`src/rtl/byte_negate_serial.sv`:
```
// byte_negate_serial: bit-serial two's-complement negate / absolute value.
// One operand is processed LSB-first over WIDTH cycles using the
// "copy through the first 1, invert everything above it" rule.
module byte_negate_serial #(
  parameter int WIDTH = 8
) (
  input  logic             clk,
  input  logic             rst,
  input  logic [WIDTH-1:0] in_data,
  input  logic             in_valid,
  input  logic             abs_mode,
  output logic             in_ready,
  output logic [WIDTH-1:0] out_data,
  output logic             out_ovf,
  output logic             out_valid,
  input  logic             out_ready
);

  localparam int CW = (WIDTH > 1) ? $clog2(WIDTH) : 1;

  typedef enum logic [1:0] {IDLE, SHIFT, DONE} state_t;

  state_t           state, state_nx;
  logic [WIDTH-1:0] shreg;
  logic [CW-1:0]    cnt;
  logic             neg_en;    // operand is to be negated
  logic             seen_one;  // a 1 has already passed through
  logic             low_zero;  // every bit below the MSB was 0 so far
  logic             accept;
  logic             b, r, last;

  assign b    = shreg[0];
  assign r    = (neg_en & seen_one) ? ~b : b;
  assign last = (cnt == CW'(WIDTH-1));

  // State register
  always_ff @(posedge clk) begin
    if (rst) state <= IDLE;
    else     state <= state_nx;
  end

  // Next-state and handshake outputs
  always_comb begin
    state_nx  = state;
    in_ready  = 1'b0;
    out_valid = 1'b0;
    accept    = 1'b0;
    case (state)
      IDLE: begin
        in_ready = !rst;
        accept   = in_valid & !rst;
        if (accept) state_nx = SHIFT;
      end
      SHIFT: begin
        if (last) state_nx = DONE;
      end
      DONE: begin
        out_valid = 1'b1;
        if (out_ready) state_nx = IDLE;
      end
      default: state_nx = IDLE;
    endcase
  end

  // Serial datapath; results are latched only on the SHIFT->DONE step so
  // out_data/out_ovf stay frozen for the whole DONE stall.
  always_ff @(posedge clk) begin
    if (rst) begin
      shreg    <= '0;
      cnt      <= '0;
      neg_en   <= 1'b0;
      seen_one <= 1'b0;
      low_zero <= 1'b0;
      out_data <= '0;
      out_ovf  <= 1'b0;
    end else if (accept) begin
      shreg    <= in_data;
      neg_en   <= !abs_mode | in_data[WIDTH-1];
      seen_one <= 1'b0;
      low_zero <= 1'b1;
      cnt      <= '0;
    end else if (state == SHIFT) begin
      shreg    <= {r, shreg[WIDTH-1:1]};
      seen_one <= seen_one | b;
      cnt      <= cnt + CW'(1);
      if (!last) low_zero <= low_zero & ~b;
      if (last) begin
        out_data <= {r, shreg[WIDTH-1:1]};
        // only the most negative value has no positive counterpart
        out_ovf  <= neg_en & low_zero & b;
      end
    end
  end

endmodule

```
`config.mk`:
```
export PLATFORM = sky130hd
export DESIGN_NAME = byte_negate_serial
export DESIGN_NICKNAME = d
export VERILOG_FILES = /design/src/rtl/byte_negate_serial.sv
export SDC_FILE = /design/constraint.sdc
export NUM_CORES = 1
export LEC_CHECK = 0
export ABC_CLOCK_PERIOD_IN_PS = 3750
export CAP_MARGIN = 0
export CORE_MARGIN = 4
export CORE_UTILIZATION = 45
export CTS_BUF_LIST = sky130_fd_sc_hd__clkbuf_4 sky130_fd_sc_hd__clkbuf_8
export DETAILED_ROUTE_END_ITERATION = 7
export GPL_TIMING_DRIVEN = 1
export PLACE_DENSITY = 0.73
export SLEW_MARGIN = 20
export SYNTH_ARGS = -nofsm -noshare
export SYNTH_HDL_FRONTEND = slang
export SYNTH_SLANG_ARGS = --single-unit
```
`constraint.sdc`:
```
create_clock -name clk -period 3.75 [get_ports clk]
set_input_delay 1.125 -clock clk [delete_from_list [all_inputs] [get_ports clk]]
set_output_delay 1.125 -clock clk [all_outputs]
set_load 0.03 [all_outputs]
```
## Yosys cells after proc, flatten, opt, wreduce, memory -nomap -nowiden

Cells that the tools add are included.

| storage, ports and cells | value |
|---|---|
| register bits | 25 |
| latch bits | 0 |
| memory bits (writable) | 0 |
| memory bits (read-only) | 0 |
| output and inout port bits | 11 |
| memories | 0 |

| cells by class | value |
|---|---|
| add/sub/neg operators | 1 |
| multipliers | 0 |
| divide/modulo/power cells | 0 |
| $lt $le $gt $ge | 0 |
| equality and inequality tests | 7 |
| shift operators | 0 |
| multiplexer cells | 13 |
| bitwise operators | 9 |
| reductions and logical operators | 8 |

Operators by type and width:

| operator | number |
|---|---|
| $mux W8 | 2 |
| $ne A2 B2 Y1 const B | 4 |
| $mux W1 | 7 |
| $mux W2 | 3 |
| $pmux W2 S3 | 1 |
| $reduce_and A3 Y1 | 2 |
| $and A1 B1 Y1 | 5 |
| $add A3 B1 Y3 const B | 1 |
| $eq A3 B3 Y1 const B | 1 |
| $eq A2 B1 Y1 const B | 1 |
| $eq A2 B2 Y1 const B | 1 |
| $logic_not A1 Y1 | 2 |
| $logic_not A2 Y1 | 1 |
| $not A1 Y1 | 2 |
| $or A1 B1 Y1 | 2 |
| $reduce_and A2 Y1 | 1 |
| $reduce_bool A2 Y1 | 1 |
| $reduce_or A2 Y1 | 1 |

## Logic depth before layout (Yosys ltp)

Gate-level depths: netlist (run 1).

| logic depth | value |
|---|---|
| depth in word-level cells | 5 |
| mapped depth | 6 |
| gate-level depth less buffers | 5 |

## Least setup slack after synthesis (run 1)

No wires, ideal clock.

| timing path | value |
|---|---|
| path kind | input to output |
| start | input port rst |
| end | output port in_ready |
| arrival time | 1.900 ns |
| required time | 2.625 ns |
| path slack | 0.725 ns |
| stages | 2 |
| buffers on the path | 1 |
| path through | buf_6 > nor3_1 |

| between the ends | value |
|---|---|
| word-level cells in the longest chain between the ends | 2 |

Ends and longest elaborated chain:

| element | line | text |
|---|---|---|
| start, declared | 8 | `input logic rst,` |
| $logic_not A1 Y1 | 50 | `in_ready = !rst;` |
| $mux W1 | 48 | `case (state)` |
| end, declared | 12 | `output logic in_ready,` |

No other way between the ends.

## Worst setup path in the final report (run 1)

Ends and elaborated chain as after synthesis.

==> summary.txt, run 1 <==
Final layout
  • Antenna cell count: 0
  • Share of post-route cells with drive strength above 1: 5.76%
  • Final net count: 155
  • Fill count: 214
  • Syn-to-layout area delta: 21.8%
  • Final Instance Area: 0.00131 sq mm

Detailed routing
  • # DRC: 0
  • Count of antenna-violating nets left after detailed routing: 0
  • Number of violations reported at the end of detailed-routing iteration 0: 18
  • DRT Pass-1 Iters: 4
  • Average wire per cell in the routed design: 12.9 um
  • Via Count: 909
  • Total length of routed wires: 2.15 mm
  • Average vias per placed instance: 5.44

STA
  • Shortest period the worst path allows: 3010 ps
  • Number of max-slew violations in the final report: 0
  • Portion of the clock cycle consumed by the worst path in the final layout: 80.4%
  • Endpoints failing hold: 0
  • Unrepaired setup endpoints after global routing: no
  • Worst slew margin relative to its limit: 62.3%
  • Final worst clock skew: 2.73 ps
  • Timing-limited maximum frequency: 332 MHz
  • Transition time of the tightest slew-check pin: 564 ps
  • Final setup violation count: 0
  • Final TNS setup: 0 ps

Clock tree
  • CTS root buf: sky130_fd_sc_hd__clkbuf_4
  • Number of buffers created by CTS: 3
  • Hold Buf Count CTS: 0
  • Clock transition at the registers of the reported paths: 130 ps
  • Buffer levels on the longest clock path: 2
  • Post-CTS Setup Repair Bufs: 0
  • CTS tree: built
  • Number of levels the H-tree was split into: 1
  • # clock sinks: 25
  • Number of resized instances in the post-cts repair step: 0
  • Clock insertion delay at the later pin of the skew report: 310 ps

Floorplanning
  • Initial core utilization: 48.1%
  • # IOs: 24
  • Chip width: 56.9 um
  • Area of the placeable core: 0.00223 sq mm
  • Floorplan die area: 0.00323 sq mm
  • Core Rows: 17
  • Die height: 56.9 um

Setup path
  • Slowest Stage Delay on Critical Path: 430 ps
  • Slowest-stage cell, CP: sky130_fd_sc_hd__clkdlybuf4s50_1
  • Crit path from: rst
  • Endpoint kind of the worst setup timing path: primary output
  • CP top delay family: buffers and inverters
  • Biggest fanout along the worst timing path: 2
  • Worst reg2reg setup slack: 2270 ps
  • Critical Path Start Type: input port
  • Worst setup path class: in2out
  • CP bufs+invs: 2
  • Worst Reg2Reg Path Length in Cells: 5
  • Reg2Reg Launch Point: cnt[0]
  • Cell-by-cell listing of the critical path: clkdlybuf4s50_1 -> nor3_1 -> buf_4
  • Required time reported for the critical path endpoint: 2620 ps
  • Capture instance of the worst register-to-register path: out_data[7]
  • Critical Path AT: 1890 ps

Hold path
  • Worst Hold Class: reg2reg
  • HP Start: out_data[3]
  • WHS Endpoint: out_data[3]
  • Hold Path Depth: 2

Pwr
  • Relative contribution of combinational cells to total power: 10.5%
  • Worst IR Drop VDD: 258 uV
  • Total leakage power: 0.465 nW
  • Clock network fraction of design power: 27.2%
  • Internal Power: 0.348 mW
  • Fraction of power spent switching nets: 23.5%
  • Power density relative to cell area: 348 mW/mm^2
  • Switching pwr: 0.107 mW
  • Register share of total power: 62.2%

Yosys
  • Post-synthesis area per instance: 8.96 sq um
  • Number of warnings reported in the yosys synthesis log: 0
  • Sequential share of the synthesized area: 46.6%
  • Distinct cell type count of the synthesized netlist: 29
  • Syn nets: 135
  • Mapped Area: 0.00107 sq mm
  • Count of state elements after synthesis: 25
  • Instance count of the mapped netlist: 120

Global route
  • Global-route wire length before repair: 3.71 mm
  • Overflow after GRT: 0
  • Via count of the first global-routing pass: 870
  • Largest net degree at the start of global routing: 28
  • Number of antenna violations at the first check in global routing: 0
  • All-Layer GR Usage: 14.3%

Flow run
  • Number of violations of the max-capacitance limit: 0

Placement
  • Estimated wirelength of the detail-placed design: 1.52 mm
  • Total of buffers placed on input and output ports: 23
  • Gp weighted congestion: 0.772
  • Placement-stage cell area: 0.00128 sq mm

Run status
  • Outcome: finished clean
[state kept, by name (all words and copies together), names as in the netlist]
signal / flops
out_data: 8
shreg: 8
cnt: 3
state: 2
low_zero: 1
neg_en: 1
out_ovf: 1
seen_one: 1
[tightest hold or removal path: stages (launching register included)]
cell                      delay, ps
sky130_fd_sc_hd__dfxtp_1        330
sky130_fd_sc_hd__nand2_1         50
sky130_fd_sc_hd__a21oi_1         50
[per-layer routing]
layer	GRT usage, %	share of wire [%]	vias to the layer above	wire length (um)
li1	-	-	458	-
met1	16.6	45	437	969
met2	26.1	51	12	1090
met3	2.53	3.8	2	81
met4	4.97	0.56	0	12
met5	0	0	-	0
[worst max-delay path by stage]
stage / slack, ps / endpoint / cells past startpoint
2_1_floorplan: 720 / in_ready / 2
3_3_place_gp: 740 / in_ready / 3
3_5_place_dp: 730 / in_ready / 3
4_1_cts: 710 / in_ready / 3
5_1_grt: 670 / in_ready / 3
6_report: 740 / in_ready / 3
[placed cells by master (no fill, tap or decap)]
master,n
sky130_fd_sc_hd__nor4b_4,1
sky130_fd_sc_hd__nor2b_1,1
sky130_fd_sc_hd__and2b_1,2
sky130_fd_sc_hd__o311ai_1,1
sky130_fd_sc_hd__nand3_1,7
sky130_fd_sc_hd__nor2_1,4
sky130_fd_sc_hd__and3_1,1
sky130_fd_sc_hd__a21oi_1,18
sky130_fd_sc_hd__a31oi_1,1
sky130_fd_sc_hd__buf_4,2
sky130_fd_sc_hd__nand2b_1,3
sky130_fd_sc_hd__nand4_1,2
sky130_fd_sc_hd__or4b_4,1
sky130_fd_sc_hd__clkdlybuf4s50_1,22
sky130_fd_sc_hd__a22oi_1,9
sky130_fd_sc_hd__nand2_1,17
sky130_fd_sc_hd__clkbuf_4,4
sky130_fd_sc_hd__nand3b_1,1
sky130_fd_sc_hd__and3b_1,1
sky130_fd_sc_hd__ha_1,2
sky130_fd_sc_hd__inv_1,4
sky130_fd_sc_hd__o21bai_1,1
sky130_fd_sc_hd__xor2_1,1
sky130_fd_sc_hd__dfxtp_1,25
sky130_fd_sc_hd__nor3_1,2
sky130_fd_sc_hd__a211oi_1,1
sky130_fd_sc_hd__o21ai_0,3
sky130_fd_sc_hd__mux2i_1,2
[stage by stage]
step / setup WS, ps / total power [mW] / hold slack, ps / util [%] / cells
after floorplan: 725 / 0.320 / 445 / - / 120
after global routing: 672 / 0.484 / 479 / 58.6 / 167
final: 735 / 0.456 / 462 / 58.6 / 167
after global placement: 742 / 0.336 / 441 / 57.3 / 163
after CTS: 714 / 0.461 / 464 / 58.6 / 167
after detailed placement: 730 / 0.337 / 446 / 57.3 / 163
[layout make-up]
cell class              instances  area [sq um]  area share [%]
flip-flops and latches         25           500            38.2
multi-input cells              82           493            37.7
repair buffers                 24           235            18.0
well taps                      28          35.0            2.68
clock buffers                   4          30.0            2.29
inverters                       4          15.0            1.15
[cell families after synthesis]
logic type,synth area share [%]
flip-flops,46.6
multiplexers,1.86
AO/OA/AOI/OAI,18.9
XOR/XNOR,0.815
AND/OR/NAND/NOR,22.0
buffers and inverters,7.57
adder cells (fa/ha/maj),2.33
[power groups by stage]
stage / Combinational [mW] / Clock [mW] / Sequential [mW]
CTS: 0.0485 / 0.129 / 0.283
detailed placement: 0.0482 / 0 / 0.289
finish: 0.0479 / 0.124 / 0.283
global route: 0.0524 / 0.146 / 0.285
global placement: 0.0470 / 0 / 0.289
floorplan: 0.0341 / 0 / 0.286
[Yosys cell counts]
master / number / area, sq um
sky130_fd_sc_hd__mux2i_1: 2 / 20.0
sky130_fd_sc_hd__nand3b_1: 1 / 7.51
sky130_fd_sc_hd__and2b_1: 2 / 15.0
sky130_fd_sc_hd__o21ai_0: 3 / 15.0
sky130_fd_sc_hd__ha_1: 2 / 25.0
sky130_fd_sc_hd__nor4b_4: 1 / 23.8
sky130_fd_sc_hd__inv_1: 4 / 15.0
sky130_fd_sc_hd__nand3_1: 7 / 35.0
sky130_fd_sc_hd__nor3_1: 2 / 10.0
sky130_fd_sc_hd__buf_6: 4 / 45.0
sky130_fd_sc_hd__a21oi_1: 18 / 90.1
sky130_fd_sc_hd__nor2_1: 4 / 15.0
sky130_fd_sc_hd__xor2_1: 1 / 8.76
sky130_fd_sc_hd__o21bai_1: 1 / 7.51
sky130_fd_sc_hd__and3b_1: 1 / 8.76
sky130_fd_sc_hd__a31oi_1: 1 / 6.26
sky130_fd_sc_hd__a211oi_1: 1 / 7.51
sky130_fd_sc_hd__buf_1: 1 / 3.75
sky130_fd_sc_hd__or4b_4: 1 / 13.8
sky130_fd_sc_hd__a22oi_1: 9 / 67.6
sky130_fd_sc_hd__buf_2: 2 / 10.0
sky130_fd_sc_hd__nand2b_1: 3 / 18.8
sky130_fd_sc_hd__and3_1: 1 / 6.26
sky130_fd_sc_hd__nand2_1: 17 / 63.8
sky130_fd_sc_hd__nor2b_1: 1 / 6.26
sky130_fd_sc_hd__dfxtp_1: 25 / 500
sky130_fd_sc_hd__nand4_1: 2 / 12.5
sky130_fd_sc_hd__o311ai_1: 1 / 8.76
sky130_fd_sc_hd__clkbuf_1: 2 / 7.51
Power figures use the tool's default switching activity.
==> inputs of run 2 (changes only) <==
--- a/config.mk
+++ b/config.mk
@@ -5,7 +5,7 @@
 export SDC_FILE = /design/constraint.sdc
 export NUM_CORES = 1
 export LEC_CHECK = 0
-export ABC_CLOCK_PERIOD_IN_PS = 3750
+export ABC_CLOCK_PERIOD_IN_PS = 3150
 export CAP_MARGIN = 0
 export CORE_MARGIN = 4
 export CORE_UTILIZATION = 45
==> constraint.sdc (replaced) <==
create_clock -name clk -period 3.15 [get_ports clk]
set_input_delay 0.945 -clock clk [delete_from_list [all_inputs] [get_ports clk]]
set_output_delay 0.945 -clock clk [all_outputs]
set_load 0.03 [all_outputs]
==> run 2 against run 1 <==
- count of clock-buffer cells in the layout is 1 lower
- sequential share of layout area stayed put
- via count is 3.1% lower
- final cell count stayed put
- sequential power is 19% higher
- utilization stayed put
- non-clock buffer count stayed put
- die area stayed put
- critical path depth is 1 lower
- clock skew is 5.8 ps higher
- final area stayed put
- clock power is 19% higher
==> summary.txt, run 2 (same netlist as run 1, synthesis figures left out) <==
Run status
  • Outcome: finished clean

STA
  • Unrepaired setup endpoints after global routing: no
  • Final setup violation count: 0 (unchanged)
  • Worst slew margin relative to its limit: 60.6% (-1.7 points)
  • Number of max-slew violations in the final report: 0 (unchanged)
  • Final TNS setup: 0 ps (unchanged)
  • Portion of the clock cycle consumed by the worst path in the final layout: 87.5%
  • Shortest period the worst path allows: 2760 ps
  • Timing-limited maximum frequency: 363 MHz
  • Endpoints failing hold: 0 (unchanged)
  • Transition time of the tightest slew-check pin: 589 ps (+25.3 ps)
  • Final worst clock skew: 8.57 ps (+5.83 ps)
  • Worst hold slack across all endpoints: 465 ps (+3.51 ps)

Pwr
  • Relative contribution of combinational cells to total power: 10.5% (about the same)
  • Total leakage power: 0.460 nW (-0.96%)
  • Internal Power: 0.405 mW (+16%)
  • Fraction of power spent switching nets: 25.3% (+1.7 points)
  • Register share of total power: 62.3% (about the same)
  • Power density relative to cell area: 414 mW/mm^2 (+19%)
  • Clock network fraction of design power: 27.2% (about the same)
  • Total Power Consumption: 0.542 mW (+19%)
  • Worst IR Drop VDD: 255 uV (-1.1%)
  • Switching pwr: 0.137 mW (+28%)

Clock tree
  • Clock transition at the registers of the reported paths: 140 ps (about the same)
  • Clock insertion delay at the later pin of the skew report: 320 ps (about the same)
  • # clock sinks: 25 (unchanged)
  • CTS tree: built
  • CTS root buf: sky130_fd_sc_hd__clkbuf_4
  • Number of buffers created by CTS: 3 (unchanged)
  • Buffer levels on the longest clock path: 2 (unchanged)
  • Post-CTS Setup Repair Bufs: 0 (unchanged)
  • Number of levels the H-tree was split into: 1 (unchanged)
  • Hold Buf Count CTS: 0 (unchanged)
  • Number of resized instances in the post-cts repair step: 0 (unchanged)

Final layout
  • Most frequent cells in the layout: sky130_fd_sc_hd__dfxtp_1 (25), sky130_fd_sc_hd__clkdlybuf4s50_1 (22), sky130_fd_sc_hd__a21oi_1 (18)
  • Antenna cell count: 0 (unchanged)
  • Most common library cell in the layout ignoring fill and taps: sky130_fd_sc_hd__dfxtp_1
  • Share of post-route cells with drive strength above 1: 5.76% (unchanged)
  • Fill count: 216 (+0.93%)
  • Registers with the most flip-flops: out_data (8), shreg (8), cnt (3)
  • Non-Filler Instances: 167 (unchanged)
  • Syn-to-layout area delta: 21.8% (unchanged)
  • Final net count: 155 (unchanged)

Floorplanning
  • Initial core utilization: 48.1% (unchanged)
  • Core Rows: 17 (unchanged)
  • # IOs: 24 (unchanged)
  • Die height: 56.9 um (unchanged)
  • Chip width: 56.9 um (unchanged)
  • Floorplan die area: 0.00323 sq mm (unchanged)
  • Area of the placeable core: 0.00223 sq mm (unchanged)

Setup path
  • Critical Path AT: 1810 ps (-80 ps)
  • Reg2Reg Launch Point: cnt[0]
  • CP bufs+invs: 1 (-1)
  • Worst Reg2Reg Path Length in Cells: 5 (unchanged)
  • Required time reported for the critical path endpoint: 2200 ps (-420 ps)
  • Worst reg2reg setup slack: 1690 ps (-580 ps)
  • Number of stages on the worst setup path: 2 (-1)
  • Crit path to: out_valid
  • Slowest Stage Delay on Critical Path: 700 ps (+270 ps)
  • Biggest fanout along the worst timing path: 12 (+10)
  • Worst setup path class: reg2out
  • Cell-by-cell listing of the critical path: nor2b_1 -> clkdlybuf4s50_1
  • Slowest-stage cell, CP: sky130_fd_sc_hd__clkdlybuf4s50_1
  • CP top delay family: buffers and inverters
  • Capture instance of the worst register-to-register path: out_data[7]
  • Critical Path Start Type: flip-flop
  • Endpoint kind of the worst setup timing path: primary output
  • Crit path from: state[1]

Detailed routing
  • Average vias per placed instance: 5.28 (-3.1%)
  • Total length of routed wires: 2.18 mm (+1.0%)
  • Via Count: 881 (-3.1%)
  • # DRC: 0 (unchanged)
  • Count of antenna-violating nets left after detailed routing: 0 (unchanged)
  • Average wire per cell in the routed design: 13.0 um (+1.0%)
  • DRT Pass-1 Iters: 4 (unchanged)
  • Number of violations reported at the end of detailed-routing iteration 0: 18 (unchanged)

Global route
  • Largest net degree at the start of global routing: 28 (unchanged)
  • Number of antenna violations at the first check in global routing: 0 (unchanged)
  • Global-route wire length before repair: 3.70 mm (-0.38%)
  • Via count of the first global-routing pass: 844 (-3.0%)
  • Overflow after GRT: 0 (unchanged)
  • All-Layer GR Usage: 14.2% (-0.14 points)

Placement
  • Placed cell count: 163 (unchanged)
  • Gp weighted congestion: 0.774 (+0.18%)
  • Estimated wirelength of the detail-placed design: 1.53 mm (+1.1%)
  • Total of buffers placed on input and output ports: 23 (unchanged)

Hold path
  • HP Start: out_data[5]
  • Worst Hold Class: reg2reg

Flow run
  • Number of violations of the max-capacitance limit: 0 (unchanged)
## run 2: cell types whose count changed in the layout (fill, tap and decap cells not counted)
| cell | delta |
|---|---|
| sky130_fd_sc_hd__clkbuf_4 | -1 |
| sky130_fd_sc_hd__clkinvlp_4 | +1 |
## run 2: power groups by stage
stage / Combinational, mW / Clock, mW / Sequential, mW
after CTS: 0.0576 / 0.154 / 0.337
after global placement: 0.0559 / 0 / 0.344
final: 0.0571 / 0.147 / 0.338
after floorplan: 0.0406 / 0 / 0.340
after global routing: 0.0622 / 0.172 / 0.340
after detailed placement: 0.0574 / 0 / 0.344
## run 2: per-stage QoR
step / utilization, % / setup WS, ps / instance area, sq um
3_3_place_gp: 57.3 / 502 / 1280
4_1_cts: 58.6 / 387 / 1310
2_1_floorplan: - / 485 / 1070
3_5_place_dp: 57.3 / 514 / 1280
6_report: 58.6 / 393 / 1310
5_1_grt: 58.6 / 292 / 1310
## run 2: area by class of cell
cell class / instances / area (sq um) / share of cell area, %
multi-input combinational: 82 / 493 / 37.7
timing repair buffer: 24 / 235 / 18.0
tap: 28 / 35.0 / 2.68
clock buffer: 3 / 22.5 / 1.72
sequential: 25 / 500 / 38.2
clock inverter: 1 / 7.51 / 0.574
inverter: 4 / 15.0 / 1.15
## run 2: worst min-delay path by stage
stage	depth (start not counted)	end	slack, ps
floorplan	2	out_data[0]	440
CTS	2	out_data[0]	470
global placement	2	out_ovf	440
detailed placement	2	out_data[0]	450
finish	2	out_data[5]	470
global route	2	out_data[0]	490
## run 2: metal layers
metal	vias to the layer above	wire length [um]	track usage, %
met2	17	1090	23.3
met5	-	0	0
met3	2	97	2.53
met1	403	974	18.2
li1	459	-	-
met4	0	14	5.96
## run 2: tightest hold or removal path, stage by stage, from the launching register on
cell,delay (ps)
sky130_fd_sc_hd__dfxtp_1,340
sky130_fd_sc_hd__nand2_1,50
sky130_fd_sc_hd__a21oi_1,50
==> inputs of run 3 (changes only) <==
--- a/config.mk
+++ b/config.mk
@@ -5,12 +5,12 @@
 export SDC_FILE = /design/constraint.sdc
 export NUM_CORES = 1
 export LEC_CHECK = 0
-export ABC_CLOCK_PERIOD_IN_PS = 3150
 export CAP_MARGIN = 0
 export CORE_MARGIN = 4
 export CORE_UTILIZATION = 45
 export CTS_BUF_LIST = sky130_fd_sc_hd__clkbuf_4 sky130_fd_sc_hd__clkbuf_8
 export DETAILED_ROUTE_END_ITERATION = 7
+export GPL_ROUTABILITY_DRIVEN = 0
 export GPL_TIMING_DRIVEN = 1
 export PLACE_DENSITY = 0.73
 export SLEW_MARGIN = 20
==> results of run 3 <==
Same layout as run 2: the final DEF is identical, and so are final timing and power.
